<file path="config.mk">
export PLATFORM = sky130hd
export DESIGN_NAME = jtframe_joy_serial_flat
export DESIGN_NICKNAME = d
export VERILOG_FILES = /design/src/rtl/jtframe_joy_serial_if.sv /design/src/rtl/jtframe_joy_serial.sv /design/src/flat_wrapper.sv
export SDC_FILE = /design/constraint.sdc
export NUM_CORES = 1
export LEC_CHECK = 0
export CAP_MARGIN = 20
export CORE_UTILIZATION = 40
export DETAILED_ROUTE_END_ITERATION = 16
export GPL_TIMING_DRIVEN = 0
export PLACE_DENSITY = 0.69
export SKIP_CTS_REPAIR_TIMING = 1
export SYNTH_ARGS = -nofsm -noshare
export SYNTH_HDL_FRONTEND = slang
export SYNTH_SLANG_ARGS = --single-unit
export TNS_END_PERCENT = 5
</file>
<file path="constraint.sdc">
create_clock -name clk -period 2.43 [get_ports clk]
set_input_delay 0.486 -clock clk [delete_from_list [all_inputs] [get_ports clk]]
set_output_delay 0.486 -clock clk [all_outputs]
set_load 0.02 [all_outputs]
</file>
<file path="src/rtl/jtframe_joy_serial_if.sv">
// jtframe_joy_serial_if: board-pin and joystick-bus signals of the serial joystick reader
interface jtframe_joy_serial_if;
  logic       joy_data;
  logic       joy_clk;
  logic       joy_load;
  logic [5:0] joy1;
  logic [5:0] joy2;
  logic       frame_done;
  modport master (input joy_data, output joy_clk, joy_load, joy1, joy2, frame_done);
  modport slave  (output joy_data, input joy_clk, joy_load, joy1, joy2, frame_done);
endinterface

</file>
<file path="src/rtl/jtframe_joy_serial.sv">
// jtframe_joy_serial: reads a two-74HC165 chain into two active-low 6-bit joystick buses
// Define JTFRAME_JOY_DEBOUNCE_EN to require two identical frames before an output bit changes.
module jtframe_joy_serial #(
  parameter int CLKDIV = 8
) (
  input  logic                        clk,
  input  logic                        rst_n,
  jtframe_joy_serial_if.master        bus
);
  typedef enum logic [1:0] {LOAD, SHIFT_LO, SHIFT_HI, LATCH} state_t;
  state_t      st;
  logic [7:0]  cnt;
  logic [3:0]  idx;
  logic [15:0] sr;
  logic [11:0] smp;
  logic [11:0] nxt;
  logic        last;
  logic        unused_sr;
  assign last      = cnt == 8'(CLKDIV - 1);
  assign smp       = {sr[13], sr[12], sr[8], sr[9], sr[10], sr[11], sr[5], sr[4], sr[0], sr[1], sr[2], sr[3]};
  assign unused_sr = ^{sr[15:14], sr[7:6]};
`ifdef JTFRAME_JOY_DEBOUNCE_EN
  logic [11:0] prev;
  logic [11:0] same;
  assign same = smp ~^ prev;
  assign nxt  = (same & smp) | (~same & {bus.joy2, bus.joy1});
  always_ff @(posedge clk or negedge rst_n)
    if (!rst_n) prev <= 12'hFFF;
    else if (st == LATCH) prev <= smp;
`else
  assign nxt = smp;
`endif
  // state names the phase driven onto the pins in the cycle after each edge
  always_ff @(posedge clk or negedge rst_n)
    if (!rst_n) begin
      st             <= LOAD;
      cnt            <= 8'd0;
      idx            <= 4'd0;
      sr             <= 16'hFFFF;
      bus.joy_clk    <= 1'b0;
      bus.joy_load   <= 1'b1;
      bus.joy1       <= 6'h3F;
      bus.joy2       <= 6'h3F;
      bus.frame_done <= 1'b0;
    end else begin
      bus.frame_done <= 1'b0;
      cnt            <= last ? 8'd0 : cnt + 8'd1;
      case (st)
        LOAD: begin
          bus.joy_load <= 1'b0;
          bus.joy_clk  <= 1'b0;
          if (last) begin
            idx <= 4'd0;
            st  <= SHIFT_LO;
          end
        end
        SHIFT_LO: begin
          bus.joy_load <= 1'b1;
          bus.joy_clk  <= 1'b0;
          if (last) begin
            sr[idx] <= bus.joy_data;
            st      <= SHIFT_HI;
          end
        end
        SHIFT_HI: begin
          bus.joy_clk <= 1'b1;
          if (last) begin
            idx <= idx == 4'd15 ? idx : idx + 4'd1;
            st  <= idx == 4'd15 ? LATCH : SHIFT_LO;
          end
        end
        default: begin
          cnt                  <= 8'd0;
          bus.joy_clk          <= 1'b0;
          bus.frame_done       <= 1'b1;
          {bus.joy2, bus.joy1} <= nxt;
          st                   <= LOAD;
        end
      endcase
    end
endmodule
</file>
<file path="src/flat_wrapper.sv">
// flat-port wrapper written by rule: the top's interface ports become plain ports
module jtframe_joy_serial_flat 
#(
  parameter int CLKDIV = 8
)
  (clk, rst_n, bus_joy_data, bus_joy_clk, bus_joy_load, bus_joy1, bus_joy2, bus_frame_done);
  jtframe_joy_serial_if bus_i ();
  input  logic clk;
  input  logic rst_n;
  input wire logic [$bits(bus_i.joy_data)-1:0] bus_joy_data;
  output wire logic [$bits(bus_i.joy_clk)-1:0] bus_joy_clk;
  output wire logic [$bits(bus_i.joy_load)-1:0] bus_joy_load;
  output wire logic [$bits(bus_i.joy1)-1:0] bus_joy1;
  output wire logic [$bits(bus_i.joy2)-1:0] bus_joy2;
  output wire logic [$bits(bus_i.frame_done)-1:0] bus_frame_done;
  assign bus_i.joy_data = bus_joy_data;
  assign bus_joy_clk = bus_i.joy_clk;
  assign bus_joy_load = bus_i.joy_load;
  assign bus_joy1 = bus_i.joy1;
  assign bus_joy2 = bus_i.joy2;
  assign bus_frame_done = bus_i.frame_done;
  jtframe_joy_serial #(.CLKDIV(CLKDIV)) u_core (.clk(clk), .rst_n(rst_n), .bus(bus_i));
endmodule
</file>
# After elaboration in Yosys (flattened, before gate mapping)
# Index checks and enable logic that the tools add are counted.
# word_totals
regBits,45
inputBits,3
elab_cells,46
# classes
n_addsub,2
order_cmp,2
eq_ne,8
muxes,17
reduce_logical,8
# ops
operator,count
$bwmux 16,1
$mux 8,2
$mux 4,3
$add 8x1->8 const B,1
$eq 8x3->1 const B,1
$mux 2,4
$pmux 4 s2,1
$ne 2x1->1 const B,3
$pmux 2 s3,1
$lt 4x5->1 const B,1
$add 4x1->4 const B,1
$demux 1 s4,1
$eq 4x4->1 const B,1
$ge 4x1->1 const B,1
$reduce_and 4->1,1
$reduce_bool 2->1,2
$mux 1,3
$reduce_and 3->1,1
$reduce_or 3->1,1
$eq 2x1->1 const B,1
$eq 2x2->1 const B,1
$logic_not 2->1,1
$ne 2x2->1 const B,1
$pmux 1 s2,1
2 further kinds,2

# Depth between registers and ports, before layout
# Gate-level depths: netlist (run 1).
# depth
word_depth,5
ltp_mapped,6

# Least setup slack after synthesis (run 1)
# Ideal clock, no wire load.
# synth_path
kind,flip-flop to flip-flop
from,register u_core.cnt[0]
to,register u_core.sr[10]
setup_time_ps,82
t_arrival_ps,1532
required_ps,2348
path_slack_ps,816
path_stages_with_launch,7
path_buffers,2
synth_period_minus_slack_ps,1614
path_cell_list,dfrtp_1 ha_1 and3b_1 buf_2 buf_2 nand4_1 mux2_2
# synth_between
elab_chain_cells,2
# synth_rtl
item,line_no,source
"start, declared",jtframe_joy_serial.sv:12,logic [7:0] cnt;
"start signal, assigned",jtframe_joy_serial.sv:47,cnt <= last ? 8'd0 : cnt + 8'd1;
$eq 8x3->1,jtframe_joy_serial.sv:19,assign last = cnt == 8'(CLKDIV - 1);
$reduce_and 2->1 (no line),--,
"end signal, assigned by index",jtframe_joy_serial.sv:61,sr[idx] <= bus.joy_data;
"end, declared",jtframe_joy_serial.sv:14,logic [15:0] sr;
# No other way between the ends.
# A chain may end at the register's enable or synchronous reset.

# Final worst setup path (run 1)
# layout_path
from,register u_core.bus.joy1[1]
to,output port bus_joy1[1]
# layout_rtl
item,line_no,source
"start, declared",jtframe_joy_serial_if.sv:9,"modport master (input joy_data, output joy_clk, joy_load, joy1, joy2, frame_done);"
"start signal, assigned",jtframe_joy_serial.sv:76,"{bus.joy2, bus.joy1} <= nxt;"
"end, declared",flat_wrapper.sv:13,output wire logic [$bits(bus_i.joy1)-1:0] bus_joy1;
# No word-level cell between the ends.

==> impl_metrics.py, run 1 <==
metrics = {
    "run_status": {
        "outcome": "completed",
    },
    "die": {
        "row_count": 24,
        "fp.dieH_um": 71.0,
        "die_area_mm2": 0.00505,
        "io_pins": 18,
        "dieWidth_um": 71.0,
        "start_util": 0.426,
        "core_area_mm2": 0.00447,
    },
    "worst_setup_path": {
        "cp_cell_sequence": "clkdlybuf4s50_1",
        "worstPathMaxFanout": 2,
        "crit_required_ns": 1.94,
        "cp_slowest_stage_delay_ns": 0.60,
        "crit_buf_inv": 1,
        "startpoint_type": "register",
        "slowest_stage": "clkdlybuf4s50_1",
        "crit_type": "reg -> out",
        "critPathTopFamily": "buffers and inverters",
        "cp.arrival_ns": 1.43,
        "end_kind": "output pin",
        "reg2reg_slack_ns": 0.65,
    },
    "yosys": {
        "syn-mean-instance-area_um2": 10.8,
        "syn_area_mm2": 0.00191,
        "synth_xor_area_frac": 0.00919,
        "synth_compound_area_frac": 0.0669,
        "synth_top_family_by_area": "simple AND/OR/NAND/NOR gates",
        "ys_types": 36,
        "synthCells": 176,
        "yosysWarningCount": 0,
        "ys_ff_latch": 41,
        "synthSimpleGateAreaFrac": 0.228,
        "syn-num-nets": 184,
        "synth.area.mux_share": 0.0761,
        "synth_fa_ha_area_frac": 0.0328,
        "ys_seq_area_frac": 0.554,
    },
    "timing": {
        "period_share": 0.789,
        "slew_violations": 0,
        "fmax_mhz": 521,
        "period_needed_ns": 1.92,
        "holdWs_ns": 0.299,
        "hold_viol": 0,
        "max_slew_margin": 0.422,
        "fin_tns_setup_ns": 0,
        "worstMarginPinSlew_ns": 0.868,
        "rsz0062_at_grt": "no",
        "setup_viol": 0,
        "finalClockSkew_ns": 0.00419,
    },
    "drt": {
        "vias": 1362,
        "drc": 0,
        "viasPerCell": 5.38,
        "dr.pass1.iters": 4,
        "routedWlPerCell_um": 13.9,
        "ant_nets": 0,
        "drt_iter0_drc": 68,
        "routed_wl_mm": 3.51,
    },
    "power": {
        "ir_worst_vdd_v": 0.000313,
        "p_leak_nw": 0.942,
        "total_power_mw": 1.26,
        "power_density_mw_per_mm2": 561,
    },
    "finish": {
        "layout.nets": 208,
        "areaGrowthSynthToFinish_pct": 17.9,
        "fillers": 407,
        "drive_gt1_frac": 0.264,
        "n_antenna_cell": 0,
        "multi_input_area_um2": 788,
        "final_util": 0.503,
        "regArea_mm2": 0.00106,
    },
    "global_route": {
        "antenna_found_initial": 0,
        "grt_overflow": 0,
        "gr-usage-all-layers": 0.153,
        "grt_pass1_vias": 1299,
        "grt_max_degree": 42,
        "grt_pass1_wl_mm": 5.85,
    },
    "placement": {
        "dpl.hpwl_mm": 2.37,
        "gp_congestion": 0.776,
        "place.port_buffers": 17,
    },
    "clock_tree": {
        "clk_latency_ns": 0.30,
        "cts_root_buf": "clkbuf_8",
        "clkSlewWorstSetupHoldPaths_ns": 0.07,
        "cts_tree": "done",
        "h-tree-depth": 2,
        "clockBufferDepth": 2,
        "numCtsBuffers": 5,
        "clock_sinks": 41,
    },
    "flow_run": {
        "cap_violations": 0,
    },
    "hold_path": {
        "worstHoldPathType": "in -> async",
    },
}
## where the power goes
group | internal [mW] | leakage [nW] | switching, mW | total [mW]
logic | 0.00964 | 0.421 | 0.0175 | 0.0272
registers | 0.701 | 0.464 | 0.00468 | 0.706
clock network | 0.293 | 0.0566 | 0.235 | 0.528
## worst reg2reg max path: cells and delay by family (launching register included)
kind / cells / cell delay (ns)
fa+ha+maj: 1 / 0.28
mux: 1 / 0.34
flops: 1 / 0.40
buf+inv: 2 / 0.36
simple gates: 2 / 0.34
## placed cells by master (no fill, tap or decap), drive strengths merged, types with 2 or more instances in the layout
master,instances
nor2,2
clkdlybuf4s50,16
ha,5
a21oi,2
nand2,44
inv,3
nand3,7
nand4,14
buf,6
o21ai,5
and4bb,2
a31oi,5
nand2b,2
dfrtp,16
and3,2
dfstp,25
or3,3
clkbuf,13
mux2,12
a221oi,2
## synthesized netlist by cell type (all sizes together)
cell	n	area share
nand2	44	0.087
dfstp	25	0.34
dfrtp	16	0.21
nand4	14	0.046
mux2	12	0.071
nand3	7	0.018
a31oi	5	0.016
buf	5	0.016
clkbuf	5	0.0098
ha	5	0.033
o21ai	5	0.013
inv	3	0.0059
or3	3	0.0098
a21oi	2	0.0052
a221oi	2	0.0092
and3	2	0.0066
and4bb	2	0.013
nand2b	2	0.0066
nor2	2	0.0039
a211o	1	0.0046
a211oi	1	0.0039
a31o	1	0.0046
a32o	1	0.0052
and2	1	0.0033
and3b	1	0.0046
and4b	1	0.0052
mux2i	1	0.0052
nor2b	1	0.0033
nor4	1	0.011
nor4b	1	0.0046
nor4bb	1	0.0052
o2bb2ai	1	0.0046
xnor2	1	0.0046
xor2	1	0.0046
## layer usage
layer  part of all wire  track usage  vias to the layer above  routed length (um)
met2               0.46        0.234                       28                1600
li1                   -            -                      678                   -
met5                  0            0                        -                   0
met4             0.0091       0.0800                        0                  32
met1               0.49        0.204                      652                1730
met3              0.042       0.0342                        4                 146
## final cells by class
cell class | instances | area share
Clock buffer | 8 | 0.0495
Sequential cell | 41 | 0.470
Tap cell | 52 | 0.0289
Inverter | 3 | 0.00501
Timing Repair Buffer | 17 | 0.0735
Buffer | 10 | 0.0223
Multi-Input combinational cell | 122 | 0.351
## flip-flops by register name, indices dropped and copies added (netlist names)
register / flops
u_core.bus.joy1: 6
u_core.bus.frame_done: 1
u_core.cnt: 8
u_core.bus.joy_load: 1
u_core.bus.joy2: 6
u_core.st: 2
u_core.sr: 12
u_core.bus.joy_clk: 1
u_core.idx: 4
## final timing paths
kind,startpoint,cells past startpoint,endpoint
worst min register to register,u_core.sr[5],2,u_core.bus.joy1[5]
min in group clk,u_core.sr[5],2,u_core.bus.joy1[5]
worst min-delay path,rst_n,1,u_core.cnt[6]
max in group asynchronous,rst_n,1,u_core.idx[0]
worst max-delay path,u_core.bus.joy1[1],1,bus_joy1[1]
worst max register to register,u_core.cnt[0],6,u_core.sr[10]
## stage by stage
step | instances | setup WS (ns) | cell area (um^2)
global route | 253 | 0.474 | 2250
detailed placement | 245 | 0.660 | 2140
global placement | 245 | -0.0869 | 2140
floorplan | 176 | 0.816 | 1910
CTS | 253 | 0.502 | 2250
finish | 253 | 0.512 | 2250
## cell families after synthesis
family	Yosys count
AOI/OAI and AO/OA	19
xor gates and xnor gates	2
and+or+nand+nor	83
adders and majority gates	5
muxes	13
DFF	41
buffers and inverters	13
Note: power is estimated with default switching activity, not from simulation.
==> inputs of run 2 (changes only) <==
PLACE_DENSITY = 0.71   (was 0.69)
clock period = 1.62 ns   (was 2.43 ns; I/O delays follow)
==> run 2 against run 1 <==
The flow now finishes with violations (negative setup slack). Highest routed layer unchanged. Total power up 50%. Final cell count up 2.8%. Critical path depth up 5. Routed wire length up 10%. Largest cell class unchanged.
==> impl_metrics.py, run 2 (same netlist as run 1, synthesis figures left out) <==
metrics = {
    "clock_tree": {
        "h-tree-depth": 2,
        "clkSlewWorstSetupHoldPaths_ns": 0.08,
        "clk_latency_ns": 0.29,
        "cts_root_buf": "clkbuf_8",
        "clockBufferDepth": 2,
        "cts_tree": "done",
        "numCtsBuffers": 5,
        "clock_sinks": 41,
    },
    "global_route": {
        "grt_pass1_wl_mm": 6.21,
        "gr-usage-all-layers": 0.161,
        "grt_pass1_vias": 1312,
        "antenna_found_initial": 0,
        "grt_max_degree": 42,
        "grt_overflow": 0,
    },
    "timing": {
        "fin_tns_setup_ns": -0.0191,
        "worstMarginPinSlew_ns": 0.894,
        "setup_viol": 3,
        "period_share": 1.01,
        "hold_viol": 0,
        "fin_ws_ns": -0.00811,
        "max_slew_margin": 0.404,
        "rsz0062_at_grt": "yes",
        "fmax_mhz": 614,
        "finalClockSkew_ns": 0.00986,
        "period_needed_ns": 1.63,
        "slew_violations": 0,
    },
    "drt": {
        "routed_wl_mm": 3.86,
        "dr_wl_met2_mm": 1.85,
        "drt_iter0_drc": 71,
        "viasPerCell": 5.42,
        "highest_layer": "met4",
        "dr.pass1.iters": 4,
        "met1_length_mm": 1.78,
        "wl_met3_um": 183,
        "routedWlPerCell_um": 14.9,
        "ant_nets": 0,
        "drc": 0,
        "vias": 1408,
    },
    "placement": {
        "place.port_buffers": 17,
        "gp_congestion": 0.797,
        "dp_slack_ns": -0.165,
        "dpl-instance-area_mm2": 0.00214,
        "dpl.hpwl_mm": 2.45,
    },
    "die": {
        "die_area_mm2": 0.00505,
        "core_area_mm2": 0.00447,
        "dieWidth_um": 71.0,
        "start_util": 0.426,
        "fp.dieH_um": 71.0,
        "io_pins": 18,
        "row_count": 24,
    },
    "worst_setup_path": {
        "crit_type": "reg -> reg",
        "worstPathMaxFanout": 8,
        "startpoint_type": "register",
        "cp.arrival_ns": 1.85,
        "crit_required_ns": 1.85,
        "end_kind": "register",
    },
    "finish": {
        "fillers": 380,
        "top_register": "u_core.sr",
        "areaGrowthSynthToFinish_pct": 27.4,
        "final_area_mm2": 0.00243,
        "largest_reg_flops": 12,
        "biggestRegsByFlops": "u_core.sr (12), u_core.cnt (8)",
        "layout.nets": 215,
        "final_common_cell": "nand2_1",
        "n_antenna_cell": 0,
        "layout.cells.most_common_list": "nand2_1, dfstp_2, dfrtp_1",
        "drive_gt1_frac": 0.341,
    },
    "power": {
        "ir_worst_vdd_v": 0.000409,
        "power_density_mw_per_mm2": 777,
        "p_leak_nw": 1.25,
        "total_power_mw": 1.89,
    },
    "run_status": {
        "violations": "negative setup slack",
        "outcome": "complete, but fails checks",
    },
    "flow_run": {
        "cap_violations": 0,
    },
    "hold_path": {
        "worstHoldPathType": "in -> async",
    },
}
[run 2: changes by cell type in the layout (fill, tap and decap cells not counted), sizes merged]
cell and delta:
dlymetal6s2s +13, clkbuf +1, clkdlybuf4s50 -13, buf +6
[run 2: per-layer routing]
layer  vias up  global-route usage
met4         0              0.0600
met1       673               0.217
met2        42               0.249
met3         6              0.0442
met5         -                   0
li1        687                   -
[run 2: area by class of cell]
class                   instances  area [um^2]  share of cell area
plain buffers                  10         71.3              0.0294
clock buffers                   8          111              0.0459
inverters                       3         11.3             0.00464
multi-input cells             122          840               0.346
flip-flops and latches         41         1060               0.436
well taps                      52         65.1              0.0268
repair buffers                 24          272               0.112
[run 2: worst paths after layout]
check	start	end	slack (ns)	cells past startpoint
max in group asynchronous	rst_n	u_core.cnt[5]	0.86	1
worst min register to register	u_core.sr[3]	u_core.bus.joy1[0]	0.45	2
worst min-delay path	rst_n	u_core.cnt[5]	0.16	1
worst max register to register	u_core.cnt[0]	u_core.sr[12]	-0.008	6
worst max-delay path	u_core.cnt[0]	u_core.sr[12]	-0.008	6
min in group clk	u_core.sr[3]	u_core.bus.joy1[0]	0.45	2
[run 2: per-stage QoR]
| step | util | cells | hold WS [ns] |
|---|---|---|---|
| final | 0.543 | 260 | 0.156 |
| after global routing | 0.543 | 260 | 0.213 |
| after CTS | 0.503 | 253 | 0.185 |
| after detailed placement | 0.478 | 245 | 0.443 |
| after global placement | 0.479 | 245 | 0.440 |
| after floorplan | - | 176 | 0.0284 |
[run 2: critical path, stage by stage (launching register included)]
cell	delay (ns)
dfrtp_1	0.44
ha_4	0.19
and3b_2	0.22
buf_6	0.15
buf_8	0.13
nand4_1	0.12
mux2_4	0.31
[run 2: power breakdown]
group / internal [mW] / total (mW) / switching (mW)
Sequential: 1.05 / 1.06 / 0.00739
Clock: 0.440 / 0.781 / 0.341
Combinational: 0.0192 / 0.0469 / 0.0278
